`config.mk`:
```
export PLATFORM = sky130hd
export DESIGN_NAME = llc_pipe_ctrl
export DESIGN_NICKNAME = d
export VERILOG_FILES = /design/src/rtl/llc_pipe_ctrl.sv
export SDC_FILE = /design/constraint.sdc
export NUM_CORES = 1
export LEC_CHECK = 0
export ABC_AREA = 1
export BUFFER_PORTS_ARGS = -buffer_cell sky130_fd_sc_hd__buf_4
export CORE_ASPECT_RATIO = 1.75
export CORE_MARGIN = 2
export CORE_UTILIZATION = 28
export CTS_CLUSTER_SIZE = 25
export DETAILED_ROUTE_END_ITERATION = 7
export SETUP_SLACK_MARGIN = 0.4
export SLEW_MARGIN = 40
export SYNTH_ARGS = -nofsm -noshare
export SYNTH_HDL_FRONTEND = slang
export SYNTH_SLANG_ARGS = --single-unit
```
`constraint.sdc`:
```
create_clock -name clk -period 2.8 [get_ports clk]
set_input_delay 0.84 -clock clk [delete_from_list [all_inputs] [get_ports clk]]
set_output_delay 0.84 -clock clk [all_outputs]
set_load 0.005 [all_outputs]
```
`src/rtl/llc_pipe_ctrl.sv`:
```
// llc_pipe_ctrl: in-order request pipeline controller for the last-level cache.
// Each stage holds {valid, set, payload}. Bubbles collapse: a stage moves
// whenever its successor is empty or draining. Admission can optionally be
// blocked while any in-flight request targets the same set. A flush clears
// every stage synchronously, and the async active-low reset clears all state.
module llc_pipe_ctrl #(
    parameter int NUM_STAGES = 4,
    parameter int SET_BITS   = 9,
    parameter int PAYLOAD_W  = 32,
    parameter int HAZARD_EN  = 1
) (
    input  logic                               clk,
    input  logic                               rst,
    input  logic                               flush,
    input  logic                               in_valid,
    output logic                               in_ready,
    input  logic [SET_BITS-1:0]                in_set,
    input  logic [PAYLOAD_W-1:0]               in_payload,
    input  logic [NUM_STAGES-1:0]              stage_hold,
    output logic [NUM_STAGES-1:0]              stage_valid,
    output logic [NUM_STAGES*SET_BITS-1:0]     stage_set,
    output logic                               out_valid,
    input  logic                               out_ready,
    output logic [SET_BITS-1:0]                out_set,
    output logic [PAYLOAD_W-1:0]               out_payload,
    output logic [$clog2(NUM_STAGES+1)-1:0]    occupancy,
    output logic [15:0]                        hazard_stalls
);

    localparam int OCC_W = $clog2(NUM_STAGES + 1);

    logic [NUM_STAGES-1:0] v_r;
    logic [SET_BITS-1:0]   set_r [NUM_STAGES];
    logic [PAYLOAD_W-1:0]  payload_r [NUM_STAGES];
    logic [OCC_W-1:0]      occ_r;
    logic [15:0]           stalls_r;

    logic [NUM_STAGES-1:0] adv_s;
    logic                  out_valid_s;
    logic                  hazard_s;
    logic                  in_ready_s;
    logic                  accept_s;
    logic                  retire_s;

    assign out_valid_s = v_r[NUM_STAGES-1] & ~stage_hold[NUM_STAGES-1];

    // Advance chain, resolved from the exit stage back to the entry stage.
    always_comb begin
        logic go_s;
        go_s = out_valid_s & out_ready;
        adv_s = '0;
        adv_s[NUM_STAGES-1] = go_s;
        for (int i = NUM_STAGES - 2; i >= 0; i--) begin
            go_s = v_r[i] & ~stage_hold[i] & (~v_r[i+1] | go_s);
            adv_s[i] = go_s;
        end
    end

    // Same-set hazard against every occupied stage, using current registers.
    always_comb begin
        hazard_s = 1'b0;
        for (int i = 0; i < NUM_STAGES; i++) begin
            if (v_r[i] && (set_r[i] == in_set)) begin
                hazard_s = 1'b1;
            end else begin
                hazard_s = hazard_s;
            end
        end
        if (HAZARD_EN == 0) begin
            hazard_s = 1'b0;
        end else begin
            hazard_s = hazard_s;
        end
    end

    assign in_ready_s = ~flush & ~hazard_s & (~v_r[0] | adv_s[0]);
    assign accept_s   = in_valid & in_ready_s;
    assign retire_s   = adv_s[NUM_STAGES-1];

    // Stage registers: load on accept, shift on advance, clear on drain/flush.
    always_ff @(posedge clk or negedge rst) begin
        if (!rst) begin
            v_r <= '0;
            for (int i = 0; i < NUM_STAGES; i++) begin
                set_r[i]     <= '0;
                payload_r[i] <= '0;
            end
        end else if (flush) begin
            v_r <= '0;
        end else begin
            for (int i = NUM_STAGES - 1; i >= 1; i--) begin
                if (adv_s[i-1]) begin
                    v_r[i]       <= 1'b1;
                    set_r[i]     <= set_r[i-1];
                    payload_r[i] <= payload_r[i-1];
                end else if (adv_s[i]) begin
                    v_r[i] <= 1'b0;
                end
            end
            if (accept_s) begin
                v_r[0]       <= 1'b1;
                set_r[0]     <= in_set;
                payload_r[0] <= in_payload;
            end else if (adv_s[0]) begin
                v_r[0] <= 1'b0;
            end
        end
    end

    // Occupancy tracks accepts minus retires; flush empties the pipe.
    always_ff @(posedge clk or negedge rst) begin
        if (!rst) begin
            occ_r <= '0;
        end else if (flush) begin
            occ_r <= '0;
        end else begin
            occ_r <= occ_r + OCC_W'(accept_s) - OCC_W'(retire_s);
        end
    end

    // Saturating count of cycles where a valid request was held off by a hazard.
    always_ff @(posedge clk or negedge rst) begin
        if (!rst) begin
            stalls_r <= 16'd0;
        end else if (in_valid && hazard_s && !flush && (stalls_r != 16'hFFFF)) begin
            stalls_r <= stalls_r + 16'd1;
        end
    end

    // Flatten per-stage set indices onto the observation bus.
    always_comb begin
        stage_set = '0;
        for (int i = 0; i < NUM_STAGES; i++) begin
            stage_set[i*SET_BITS +: SET_BITS] = set_r[i];
        end
    end

    assign in_ready      = in_ready_s;
    assign stage_valid   = v_r;
    assign out_valid     = out_valid_s;
    assign out_set       = set_r[NUM_STAGES-1];
    assign out_payload   = payload_r[NUM_STAGES-1];
    assign occupancy     = occ_r;
    assign hazard_stalls = stalls_r;

endmodule
```
* After elaboration in Yosys (flattened, before gate mapping)
Cells that the tools add are included.
Storage, ports and cells: flip-flop bits (word level) 187, bits in latches 0, RAM bits 0, bits in read-only memories 0, input bits 50, output and inout bits 102, word-level logic and storage cells 77, memories kept 0
Operators by class: $add $sub $neg 3, multiply operators 0, div/mod/pow operators 0, $lt $le $gt $ge 0, eq/ne operators 5, shifts and indexed selects 0, muxes and demuxes 14, bitwise gates (word level) 25, reduce and logical (&&, ||, !) cells 16
Operators with widths (number):
- equality test 9 bit | 4
- adder 16 x 1 -> 16 bit, second input constant | 1
- != test 16 bit, second input constant | 1
- 2-to-1 mux 1 bit | 12
- nonzero test 3 bit | 4
- AND 1 bit | 11
- NOT 1 bit | 10
- AND reduction 2 bit | 4
- logical AND 1 bit | 7
- 2-to-1 mux 4 bit | 1
- bitwise OR 1 bit | 4
- adder 3 x 1 -> 3 bit | 1
- 2-to-1 mux 3 bit | 1
- subtractor 3 x 1 -> 3 bit | 1
- logical NOT 1 bit | 1

* Longest topological paths before layout
Gate-level depths: netlist of run 1.
depth in word-level cells 15, mapped depth 19, depth with buffers taken out 17

* Least setup slack after synthesis of run 1
Ideal clock, no wire load.
path type input to register, start input port in_set[8], end register occ_r[2] (netlist: occupancy[2]), setup time 0.121 ns, arrival time 2.884 ns, data required time 2.679 ns, slack -0.205 ns, stages on the path 19, buffers on the path 2, cells stage by stage buf_4 inv_2 nand2_1 nand2_1 inv_1 nand2_1 nor2_1 nand3_2 nand2_2 nor2_4 nand4_4 buf_6 ha_1 inv_1 ha_1 inv_1 fa_1 xor2_1 nor2_1
Between the ends: word-level cells in the longest chain between the ends 13, elaborated cells on any way between the ends 19, those cells by class add/sub (2); eq/ne (4); mux (5); bitwise (4); reduce/logical (4)
Ends and longest elaborated chain:
- start: declaration | RTL line 17 | input logic [SET_BITS-1:0] in_set,
- equality test 9 bit | RTL line 63 | if (v_r[i] && (set_r[i] == in_set)) begin
- logical AND 1 bit | RTL line 63
- 2-to-1 mux 1 bit (3 in series) | RTL line 63
- 2-to-1 mux 1 bit * | RTL line 63
- NOT 1 bit * | RTL line 76 | assign in_ready_s = ~flush & ~hazard_s & (~v_r[0] | adv_s[0]);
- AND 1 bit * (2 in series) | RTL line 76
- AND 1 bit * | RTL line 77 | assign accept_s = in_valid & in_ready_s;
- adder 3 x 1 -> 3 bit * | RTL line 117 | occ_r <= occ_r + OCC_W'(accept_s) - OCC_W'(retire_s);
- subtractor 3 x 1 -> 3 bit * | RTL line 117
- 2-to-1 mux 3 bit * | RTL line 114 | end else if (flush) begin
- end signal: assignment | RTL line 117
- end: declaration | RTL line 35 | logic [OCC_W-1:0] occ_r;
Every way passes the cells marked *; elsewhere a longest branch is shown, timed or not. A chain may end at the register's enable or synchronous reset.

* Final worst setup path of run 1
start input port in_set[3], end output port in_ready
Between the ends: word-level cells in the longest chain between the ends 9, elaborated cells on any way between the ends 15, those cells by class eq/ne (4); mux (4); bitwise (3); reduce/logical (4)
Ends and longest elaborated chain:
- equality test 9 bit | RTL line 63
- logical AND 1 bit | RTL line 63
- 2-to-1 mux 1 bit (3 in series) | RTL line 63
- 2-to-1 mux 1 bit * | RTL line 63
- NOT 1 bit * | RTL line 76
- AND 1 bit * (2 in series) | RTL line 76
- end: declaration | RTL line 16 | output logic in_ready,
Marked as above.

==> summary.md, run 1 <==
| Metric | Value |
|---|---|
| Max-cap violation count | 0 |
| Clock Power Share | 26.9% |
| Peak VDD IR | 0.445 mV |
| Detailed-route via count | 6822 |
| Worst Path Required | 1960 ps |
| Unrepaired setup endpoints after global routing | yes |
| I/O pin cnt | 152 |
| Main synth FF type | dfrtp_1 |
| Combinational power share | 27.6% |
| TNS Setup | 0 ps |
| Post-synth EDFFs | 0 |
| Area contributors post-synth | dfrtp_1 53%, mux2_2 11%, nand2_1 11%, nand4_1 4.5%, buf_4 3.9% |
| Sequential power share | 45.5% |
| Maximum clock frequency | 369 MHz |
| Antenna fix cells | 0 |
| Sw Pwr | 2810 uW |
| Hpwl dp | 16900 um |
| Area leader, netlist | dfrtp_1 |
| CTS buffer count | 17 |
| Root buf cell | clkbuf_16 |
| Crit path largest cell delay | 150 ps |
| Slew Viols, Final | 0 |
| Post-synthesis sequential area ratio | 52.8% |
| Switching Fraction | 30.9% |
| Total Power | 9090 uW |
| Post-synth cell types | 36 |
| Chip width | 139 um |
| # nets final | 1132 |
| Leak pwr | 0.00580 uW |
| Die area | 33200 um^2 |
| H-tree depth | 4 |
| Int Pwr | 6280 uW |
| Dpl ws | -81.5 ps |
| Post-synthesis cell area | 8870 um^2 |
| Critical path class | in2out |
| Synthesized instance count | 908 |
| Net count after synthesis | 962 |
| CP Launch Type | primary input |
| CP cell instances | buf_8 > buf_6 > nand2_4 > nand2_4 > inv_2 > nand2_1 > nor2_1 > nand3_2 > nand2_2 > nor2_4 > and3_4 > buf_6 |
| CTS tree | built |
| Global Route Usage Sum | 15.3% |
| Mean Syn Cell Area | 9.77 um^2 |
| Clock-pin slew on the worst setup and hold paths | 70 ps |
| Worst rel slew slack | 58.2% |
| Antenna-violating nets left | 0 |
| Non-filler instance count after layout | 1486 |
| DR DRC count | 0 |
| Worst Setup End Kind | output pin |
| Run status | complete, no violations |
| DR iter-0 viols | 303 |
| Vias in the first global route | 6923 |
| CP top delay family | simple AND/OR/NAND/NOR gates |
| DR WL/cell | 17.8 um |
| Ys async rst share | 100% |
| FP Rows | 86 |
| Drt via density | 4.59 |
| Largest net degree at the start of global routing | 62 |
| Final design utilization | 37.1% |
| Gp weighted congestion | 0.893 |
| Most instantiated cells after synthesis | 265 x nand2_1, 187 x dfrtp_1, 89 x mux2_2 |
| DP Cell Count | 1411 |
| Max clock buf depth | 2 |
| Drt pass-1 iters | 5 |
| Max stage delay cell, worst path | and3_4 |
| Final Skew | 14.7 ps |
| Starting Density | 28.3% |
| GRT overflow | 0 |
| Post-Route WL | 26400 um |
| Area share of the largest cell type after synthesis | 52.8% |
| Final worst setup slack | 93.0 ps |
| Synth warn | 0 |
| Share of cells above drive strength 1 | 41.1% |
| Critical path peak fanout | 4 |
| Most frequent cell after synthesis | nand2_1 |
| Worst-margin pin slew | 627 ps |
| P&R area growth vs syn | 30.9% |
| Synthesis-stage register bit count | 187 |
| CORE AREA | 31300 um^2 |
| Worst-Skew Late Latency | 450 ps |
| Endpoints failing setup | 0 |
| Minimum clock period | 2710 ps |
| Fin. Hold Viols | 0 |
| HP Class | in2async |
| Initial antenna violation count | 1 |
| Sink Count | 187 |
| PD cells | 783 nW/um^2 |
| WP buf/inv | 4 |
| First-pass GRT wire length | 38800 um |
| CP arrival | 1870 ps |
| Die H | 239 um |
| Port-buffer cells | 151 |
| Period utilization | 96.7% |
==> worst reg2reg max path, stage by stage (launching register included) <==
cell	delay, ps
dfrtp_2	430
inv_1	70
nand2_1	80
nand2_4	80
buf_6	90
buf_6	80
buf_6	80
buf_6	80
buf_6	70
buf_4	90
buf_6	80
nor2_1	30
nand3_1	70
nor2_2	50
nor2_2	130
nand2_4	100
buf_6	130
buf_8	120
nor2_8	240
nand4_1	170
nand2_1	110
==> routing by layer <==
metal,up-vias,part of all wire [%],GRT usage (%)
met4,2,3.9,8.29
met5,-,0.042,0
met1,3353,39,16.5
met3,47,3.6,2.90
li1,3253,-,-
met2,167,54,28.0
==> power groups by stage <==
stage / clock (uW) / combinational (uW) / sequential (uW)
6_report: 2450 / 2510 / 4130
5_1_grt: 2620 / 2750 / 4240
4_1_cts: 2530 / 2320 / 4150
3_5_place_dp: 0 / 2120 / 4210
3_3_place_gp: 0 / 2080 / 4180
2_1_floorplan: 0 / 1330 / 3960
==> worst paths after layout <==
kind	slack [ps]	cells after the start	startpoint	end
worst max-delay path	90	12	in_set[3]	in_ready
worst min-delay path	320	1	rst	stage_set[25]$_DFFE_PN0P_
worst max register to register	340	20	stage_set[17]$_DFFE_PN0P_	payload_r[119]$_DFFE_PN0P_
worst min register to register	470	2	payload_r[109]$_DFFE_PN0P_	payload_r[109]$_DFFE_PN0P_
max in group asynchronous	1790	2	rst	payload_r[105]$_DFFE_PN0P_
min in group clk	470	2	payload_r[109]$_DFFE_PN0P_	payload_r[109]$_DFFE_PN0P_
==> cells by family after synthesis <==
group                    share of synthesized area [%]
AND/OR/NAND/NOR                                   21.7
AO/OA/AOI/OAI                                     1.96
buffers and inverters                             9.70
adder cells (fa/ha/maj)                          0.649
flip-flops                                        52.8
XOR/XNOR                                          1.09
multiplexers                                      12.2
==> repair_timing <==
item,in CTS,in global routing
pin swaps,16,37
hold buffers,0,0
endpoints found under the setup margin,2,59
resized for setup,37,68
gates cloned,0,6
buffers inserted,18,20
==> placed cells by master (no fill, tap or decap), types with 3 or more instances in the layout <==
cell type	netlist	final
inv_6	0	6
nor2_1	48	37
inv_2	9	14
xor2_1	3	3
nand3_1	13	12
a21oi_1	7	7
xnor2_1	8	6
mux2_2	89	89
mux2_1	7	7
nor2_2	4	11
nor3_1	5	5
inv_4	1	3
dfrtp_1	187	172
buf_6	10	18
nand2_4	1	7
nand2_2	5	22
o21ai_0	22	22
nor2_4	3	11
dfrtp_2	0	15
clkbuf_16	0	19
nand2_1	265	242
nand4_1	64	64
inv_1	66	56
buf_8	0	4
nand3_2	6	7
buf_4	46	191
buf_12	0	10
==> metrics by stage <==
| stage | instance area, um^2 | hold slack, ps |
|---|---|---|
| finish | 11600 | 322 |
| global route | 11600 | 332 |
| CTS | 11100 | 316 |
| detailed placement | 10300 | 462 |
| global placement | 10300 | 459 |
| floorplan | 8900 | 442 |
==> flip-flops by register name (all words and copies together) (netlist names) <==
| signal | cells |
|---|---|
| stage_valid | 4 |
| occupancy | 3 |
| out_set | 9 |
| payload_r | 96 |
| stage_set | 27 |
| out_payload | 32 |
| hazard_stalls | 16 |
==> area by class of cell <==
type	count	area, um^2
fillers	3098	19700
flip-flops and latches	187	4700
multi-input cells	569	3560
repair buffers	226	1960
well taps	396	495
clock buffers	20	447
inverters	77	312
clock inverters	11	135
(Power assumes the default switching activity.)
==> run 2, diff against run 1 <==
- CTS_BUF_LIST: default -> sky130_fd_sc_hd__clkbuf_4
==> summary.md, run 2 (synthesis results as in run 1) <==
| Metric | Value |
|---|---|
| Final Skew | 28.4 ps (+13.8 ps) |
| Max clock buf depth | 2 (unchanged) |
| Clock-pin slew on the worst setup and hold paths | 160 ps (+90 ps) |
| GRT overflow | 0 (unchanged) |
| Stages on the worst setup path | 11 (-1) |
| Starting Density | 28.3% (unchanged) |
| DR iter-0 viols | 291 (-4.0%) |
| Minimum clock period | 2870 ps (+159 ps) |
| Commonest non-fill, non-tap cell in the layout | nand2_1 |
| Share of cells above drive strength 1 | 38.5% (-2.6 points) |
| Sink Count | 187 (unchanged) |
| Critical path peak fanout | 4 (unchanged) |
| Post-Route WL | 24500 um (-7.4%) |
| Die area | 33200 um^2 (unchanged) |
| H-tree depth | 4 (unchanged) |
| Hpwl dp | 16900 um (unchanged) |
| I/O pin cnt | 152 (unchanged) |
| CP Launch Type | flip-flop |
| Antenna-violating nets left | 0 (unchanged) |
| Non-filler instance count after layout | 1469 (-1.1%) |
| Port-buffer cells | 151 (unchanged) |
| Crit path largest cell delay | 470 ps (+320 ps) |
| Most used cell, CP | nand2_1 |
| Largest net degree at the start of global routing | 62 (unchanged) |
| DP Cell Count | 1411 (unchanged) |
| CP top delay family | simple AND/OR/NAND/NOR gates |
| Run status | finished with violations |
| DR DRC count | 0 (unchanged) |
| Drt pass-1 iters | 4 (-1) |
| Endpoints failing setup | 1 (+1) |
| Global Route Usage Sum | 15.1% (-0.15 points) |
| Gp weighted congestion | 0.893 (unchanged) |
| CTS tree | built |
| CP arrival | 2030 ps (+160 ps) |
| Worst-Skew Late Latency | 630 ps (+180 ps) |
| Slew Viols, Final | 0 (unchanged) |
| Drt via density | 4.58 (-0.24%) |
| Period utilization | 102% (+5.7 points) |
| P&R area growth vs syn | 22.8% |
| Most frequent cells in the layout | 257 x nand2_1, 202 x buf_4, 170 x dfrtp_1 |
| Failing checks | negative setup slack |
| Detailed-route via count | 6728 (-1.4%) |
| Maximum clock frequency | 349 MHz (-5.5%) |
| Vias in the first global route | 6877 (-0.66%) |
| CTS buffer count | 17 (unchanged) |
| # nets final | 1114 (-1.6%) |
| Root buf cell | clkbuf_4 |
| Peak VDD IR | 0.361 mV (-19%) |
| Largest Register | payload_r |
| Initial antenna violation count | 2 (+1) |
| Fin Hold WS | 129 ps (-193 ps) |
| CP cell instances | inv_2 > nand2_1 > nand2_1 > nor2_1 > nand3_2 > inv_2 > nand2_1 > nand2_2 > nor2_4 > and3_4 > buf_6 |
| Total Power | 7990 uW (-12%) |
| DR WL/cell | 16.7 um (-6.3%) |
| PD cells | 734 nW/um^2 (-6.3%) |
| Worst rel slew slack | 52.0% (-6.2 points) |
| WP buf/inv | 3 (-1) |
| First-pass GRT wire length | 38400 um (-1.1%) |
| Final design utilization | 34.8% (-2.3 points) |
| Worst-margin pin slew | 720 ps (+93.0 ps) |
| CORE AREA | 31300 um^2 (unchanged) |
| Die H | 239 um (unchanged) |
| Worst Setup End Kind | output pin |
| Unrepaired setup endpoints after global routing | yes |
| Reg2Reg Depth | 18 (-10%) |
| FP Rows | 86 (unchanged) |
| HP Class | in2async |
| Critical path class | reg2out |
| Dpl ws | -81.5 ps (unchanged) |
| Chip width | 139 um (unchanged) |
| Fin. Hold Viols | 0 (unchanged) |
| Max-cap violation count | 0 (unchanged) |
| Leak pwr | 0.00549 uW (-5.2%) |
| Final worst setup slack | -65.9 ps (-159 ps) |
| Worst Path Required | 1960 ps (about the same) |
| Max reg flops | 96 (unchanged) |
| Max stage delay cell, worst path | dfrtp_2 |
==> run 2: changes by cell type in the layout (fill, tap and decap cells not counted), sizes merged <==
cell	delta
clkbuf	-3
nor2	-4
clkinv	+1
diode	+1
buf	-12
==> run 2: routing by layer <==
layer	track usage, %	part of all wire, %
met3	3.38	4.5
met1	16.4	38
met4	8.29	4.1
met2	27.2	53
met5	0	0.053
==> run 2: worst register-to-register path: stages (launching register included) <==
cell     delay, ps
dfrtp_2        470
inv_2           70
nand2_1         70
nand2_1         70
nor2_1          40
nand3_2         90
inv_2           30
nand2_1         70
nand2_2         70
nor2_4         150
buf_4          130
buf_6           90
nand4_4         80
ha_4           230
inv_2           50
ha_4           110
inv_2           30
fa_2           510
nor2_1          40
==> run 2: path summary, 6_finish.rpt <==
kind | slack, ps | endpoint | startpoint
max in group asynchronous | 1970 | payload_r[46]$_DFFE_PN0P_ | rst
min in group clk | 440 | stage_valid[2]$_DFFE_PN0P_ | stage_hold[1]
max reg2reg | 330 | occupancy[1]$_DFF_PN0_ | stage_set[0]$_DFFE_PN0P_
min reg2reg | 490 | payload_r[109]$_DFFE_PN0P_ | payload_r[109]$_DFFE_PN0P_
max | -70 | in_ready | stage_set[0]$_DFFE_PN0P_
min | 130 | stage_set[25]$_DFFE_PN0P_ | rst
==> run 2: power by group <==
part           switching (uW)  total, uW  internal (uW)  leakage, uW
Sequential                586       4110           3520      0.00240
Clock                     971       1530            557     0.000149
Combinational            1050       2360           1310      0.00295
==> run 2: what timing repair did <==
item	4_1_cts	5_1_grt
setup endpoints to repair	3	7
gates resized for setup	29	19
hold buffers	0	0
pin swaps	7	18
setup buffers	22	4
==> run 2: per-stage QoR <==
stage,TNS [ps],area (um^2)
2_1_floorplan,-194,8900
3_3_place_gp,-93.0,10300
3_5_place_dp,-163,10300
4_1_cts,-153,10800
5_1_grt,-234,10900
6_report,-65.9,10900
==> run 2: area by class of cell <==
class / count / area [um^2]
multi-input cells: 565 / 3440
well taps: 396 / 495
inverters: 77 / 292
diodes: 1 / 2.50
clock inverters: 12 / 139
clock buffers: 19 / 143
fillers: 3184 / 20400
repair buffers: 212 / 1680
flip-flops and latches: 187 / 4700
==> run 3, diff against run 2 <==
- ABC_AREA: 1 -> default
==> summary.md, run 3 <==
| Metric | Value |
|---|---|
| Ys async rst share | 100% (unchanged) |
| CORE AREA | 28500 um^2 (-8.9%) |
| Worst Path Required | 1960 ps (about the same) |
| CTS buffer count | 17 (unchanged) |
| Minimum clock period | 3100 ps (+236 ps) |
| P&R area growth vs syn | 35.0% |
| Endpoints failing setup | 49 (+48) |
| Die area | 30200 um^2 (-8.9%) |
| Worst-margin pin slew | 694 ps (-26.1 ps) |
| FP Rows | 82 (-4.7%) |
| # nets final | 784 (-30%) |
| Most instantiated cells after synthesis | 187 x dfrtp_1, 162 x mux2_2, 49 x buf_4 |
| Area contributors post-synth | dfrtp_1 58%, mux2_2 23%, buf_4 4.6%, xnor2_1 4.2%, xor2_1 1.4% |
| Global Route Usage Sum | 14.0% (-1.2 points) |
| Combinational power share | 23.4% (-6.1 points) |
| Vias in the first global route | 5307 (-23%) |
| Leak pwr | 0.00521 uW (-5.1%) |
| Synthesis-stage register bit count | 187 (unchanged) |
| Area leader, netlist | dfrtp_1 |
| DR iter-0 viols | 160 (-45%) |
| Peak VDD IR | 0.335 mV (-7.3%) |
| HP Class | in2async |
| Initial antenna violation count | 2 (unchanged) |
| Run status | finished with violations |
| Worst rel slew slack | 53.5% (+1.5 points) |
| Net count after synthesis | 623 (-35%) |
| Design Area, Final | 10900 um^2 (about the same) |
| Worst Setup End Kind | output pin |
| Period utilization | 111% (+8.4 points) |
| Max clock buf depth | 2 (unchanged) |
| Sink Count | 187 (unchanged) |
| Hpwl dp | 13300 um (-22%) |
| Crit path launch | out_set[7]$_DFFE_PN0P_ |
| Clock-pin slew on the worst setup and hold paths | 180 ps (+20 ps) |
| Largest net degree at the start of global routing | 63 (+1.6%) |
| Most frequent cell after synthesis | dfrtp_1 |
| Main synth FF type | dfrtp_1 |
| Post-synth EDFFs | 0 (unchanged) |
| Drt via density | 4.42 (-3.4%) |
| Port-buffer cells | 151 (unchanged) |
| CP Launch Type | flip-flop |
| Int Pwr | 4780 uW (-11%) |
| Dpl ws | -348 ps (-267 ps) |
| Die H | 229 um (-4.6%) |
| Max-cap violation count | 0 (unchanged) |
| Critical path class | reg2out |
| Mean Syn Cell Area | 14.2 um^2 (+45%) |
| Post-synth cell types | 34 (-5.6%) |
| Detailed-route via count | 4969 (-26%) |
| Slew Viols, Final | 0 (unchanged) |
| Failing checks | negative setup slack |
| Critical path peak fanout | 4 (unchanged) |
| DR DRC count | 0 (unchanged) |
| Drt pass-1 iters | 4 (unchanged) |
| Post-synthesis sequential area ratio | 58.0% (+5.3 points) |
| I/O pin cnt | 152 (unchanged) |
| DR WL/cell | 18.2 um (+9.3%) |
| Chip width | 132 um (-4.5%) |
| Fillers | 2776 (-13%) |
| Post-Route WL | 20500 um (-16%) |
| Final Skew | 34.7 ps (+6.32 ps) |
| GRT overflow | 0 (unchanged) |
| PD cells | 617 nW/um^2 (-16%) |
| Maximum clock frequency | 322 MHz (-7.6%) |
| Worst-Skew Late Latency | 640 ps (about the same) |
| Total Power | 6720 uW (-16%) |
| Antenna-violating nets left | 0 (unchanged) |
| Unrepaired setup endpoints after global routing | yes |
| Post-synthesis cell area | 8070 um^2 (-9.1%) |
| Share of cells above drive strength 1 | 62.2% (+24 points) |
| Gp weighted congestion | 0.814 (-8.9%) |
| Sequential power share | 55.3% (+3.9 points) |
| H-tree depth | 4 (unchanged) |
| Root buf cell | clkbuf_4 |
| Synth warn | 0 (unchanged) |
| CTS tree | built |
| Worst reg2reg startpoint | out_set[8]$_DFFE_PN0P_ |
| Max reg flops | 96 (unchanged) |
| Fin. Hold Viols | 0 (unchanged) |
| Commonest non-fill, non-tap cell in the layout | dfrtp_1 |
| Area share of the largest cell type after synthesis | 58.0% (+5.3 points) |
| Synthesized instance count | 569 (-37%) |
| CP arrival | 2260 ps (+230 ps) |
| First-pass GRT wire length | 31500 um (-18%) |
| Clock Power Share | 21.2% (+2.1 points) |
| Most frequent cells in the layout | 181 x dfrtp_1, 174 x buf_4, 124 x mux2_2 |
| Sw Pwr | 1940 uW (-26%) |
| DP Area | 9590 um^2 (-6.9%) |
| Starting Density | 28.3% (-0.054 points) |
| Largest Register | payload_r |
| Switching Fraction | 28.8% (-3.8 points) |
| Final worst setup slack | -302 ps (-236 ps) |
==> run 3: cells by family (layout without fill, tap and decap cells) <==
family / Yosys count / in the layout / share of synthesized area, %
flops: 187 / 187 / 58.0
mux: 166 / 166 / 23.2
buf+inv: 76 / 250 / 6.28
simple gates: 72 / 72 / 5.21
xor+xnor: 52 / 52 / 5.65
compound gates: 12 / 12 / 0.946
fa+ha+maj: 4 / 4 / 0.714
other cells: 0 / 2 / 0
==> run 3: critical path, cell delays in order (launching register included) <==
cell and delay, ps:
dfrtp_2 470, xnor2_1 130, nand4_1 190, nor3_2 80, nor4_4 350, clkbuf_16 210, nand2_8 50, nor2_4 70
buf_6 90
==> run 3: metrics by stage <==
step	instances	setup TNS [ps]	utilization (%)	hold WS, ps
after floorplan	569	-732	-	474
after detailed placement	1055	-8400	33.6	489
after CTS	1114	-4290	37.4	134
after global routing	1123	-11440	38.2	138
after global placement	1055	-8150	33.6	481
final	1123	-4850	38.2	180
==> run 3: final timing paths <==
kind | end | slack, ps | cells past startpoint
max | in_ready | -300 | 8
min reg2reg | payload_r[59]$_DFFE_PN0P_ | 500 | 1
max in group asynchronous | out_payload[20]$_DFFE_PN0P_ | 1920 | 2
max reg2reg | hazard_stalls[1]$_DFFE_PN0P_ | -280 | 16
min in group clk | payload_r[127]$_DFFE_PN0P_ | 430 | 2
min | stage_set[12]$_DFFE_PN0P_ | 180 | 1
==> run 3: cell type report <==
type	count	area [um^2]	area share [%]
Sequential cell	187	4690	43.1
Tap cell	378	473	4.34
Multi-Input combinational cell	306	3450	31.7
Clock inverter	15	124	1.14
Antenna cell	2	5.00	0.0460
Inverter	6	22.5	0.207
Timing Repair Buffer	212	2000	18.4
Clock buffer	17	128	1.17
==> run 3: timing repair <==
item / in CTS / in global routing
gates cloned: 6 / 0
setup endpoints to repair: 40 / 67
buffers inserted: 21 / 7
resized for setup: 96 / 32
hold buffers: 0 / 0
pin swaps: 32 / 24
==> run 3: power by group through the flow <==
stage          logic, uW  clock network (uW)  registers (uW)
4_1_cts             1570                1520            3730
3_5_place_dp        1370                   0            3770
5_1_grt             1690                1610            3810
6_report            1570                1430            3720
3_3_place_gp        1340                   0            3760
2_1_floorplan        834                   0            3640
==> run 3: per-layer routing <==
metal | share of wire [%] | track usage [%] | vias to the layer above | routed length, um
met5 | 0 | 0 | - | 0
met4 | 2.1 | 5.61 | 0 | 427
met3 | 3.7 | 3.42 | 18 | 762
met2 | 56 | 26.0 | 110 | 11400
met1 | 38 | 14.9 | 2591 | 7870
li1 | - | - | 2250 | -
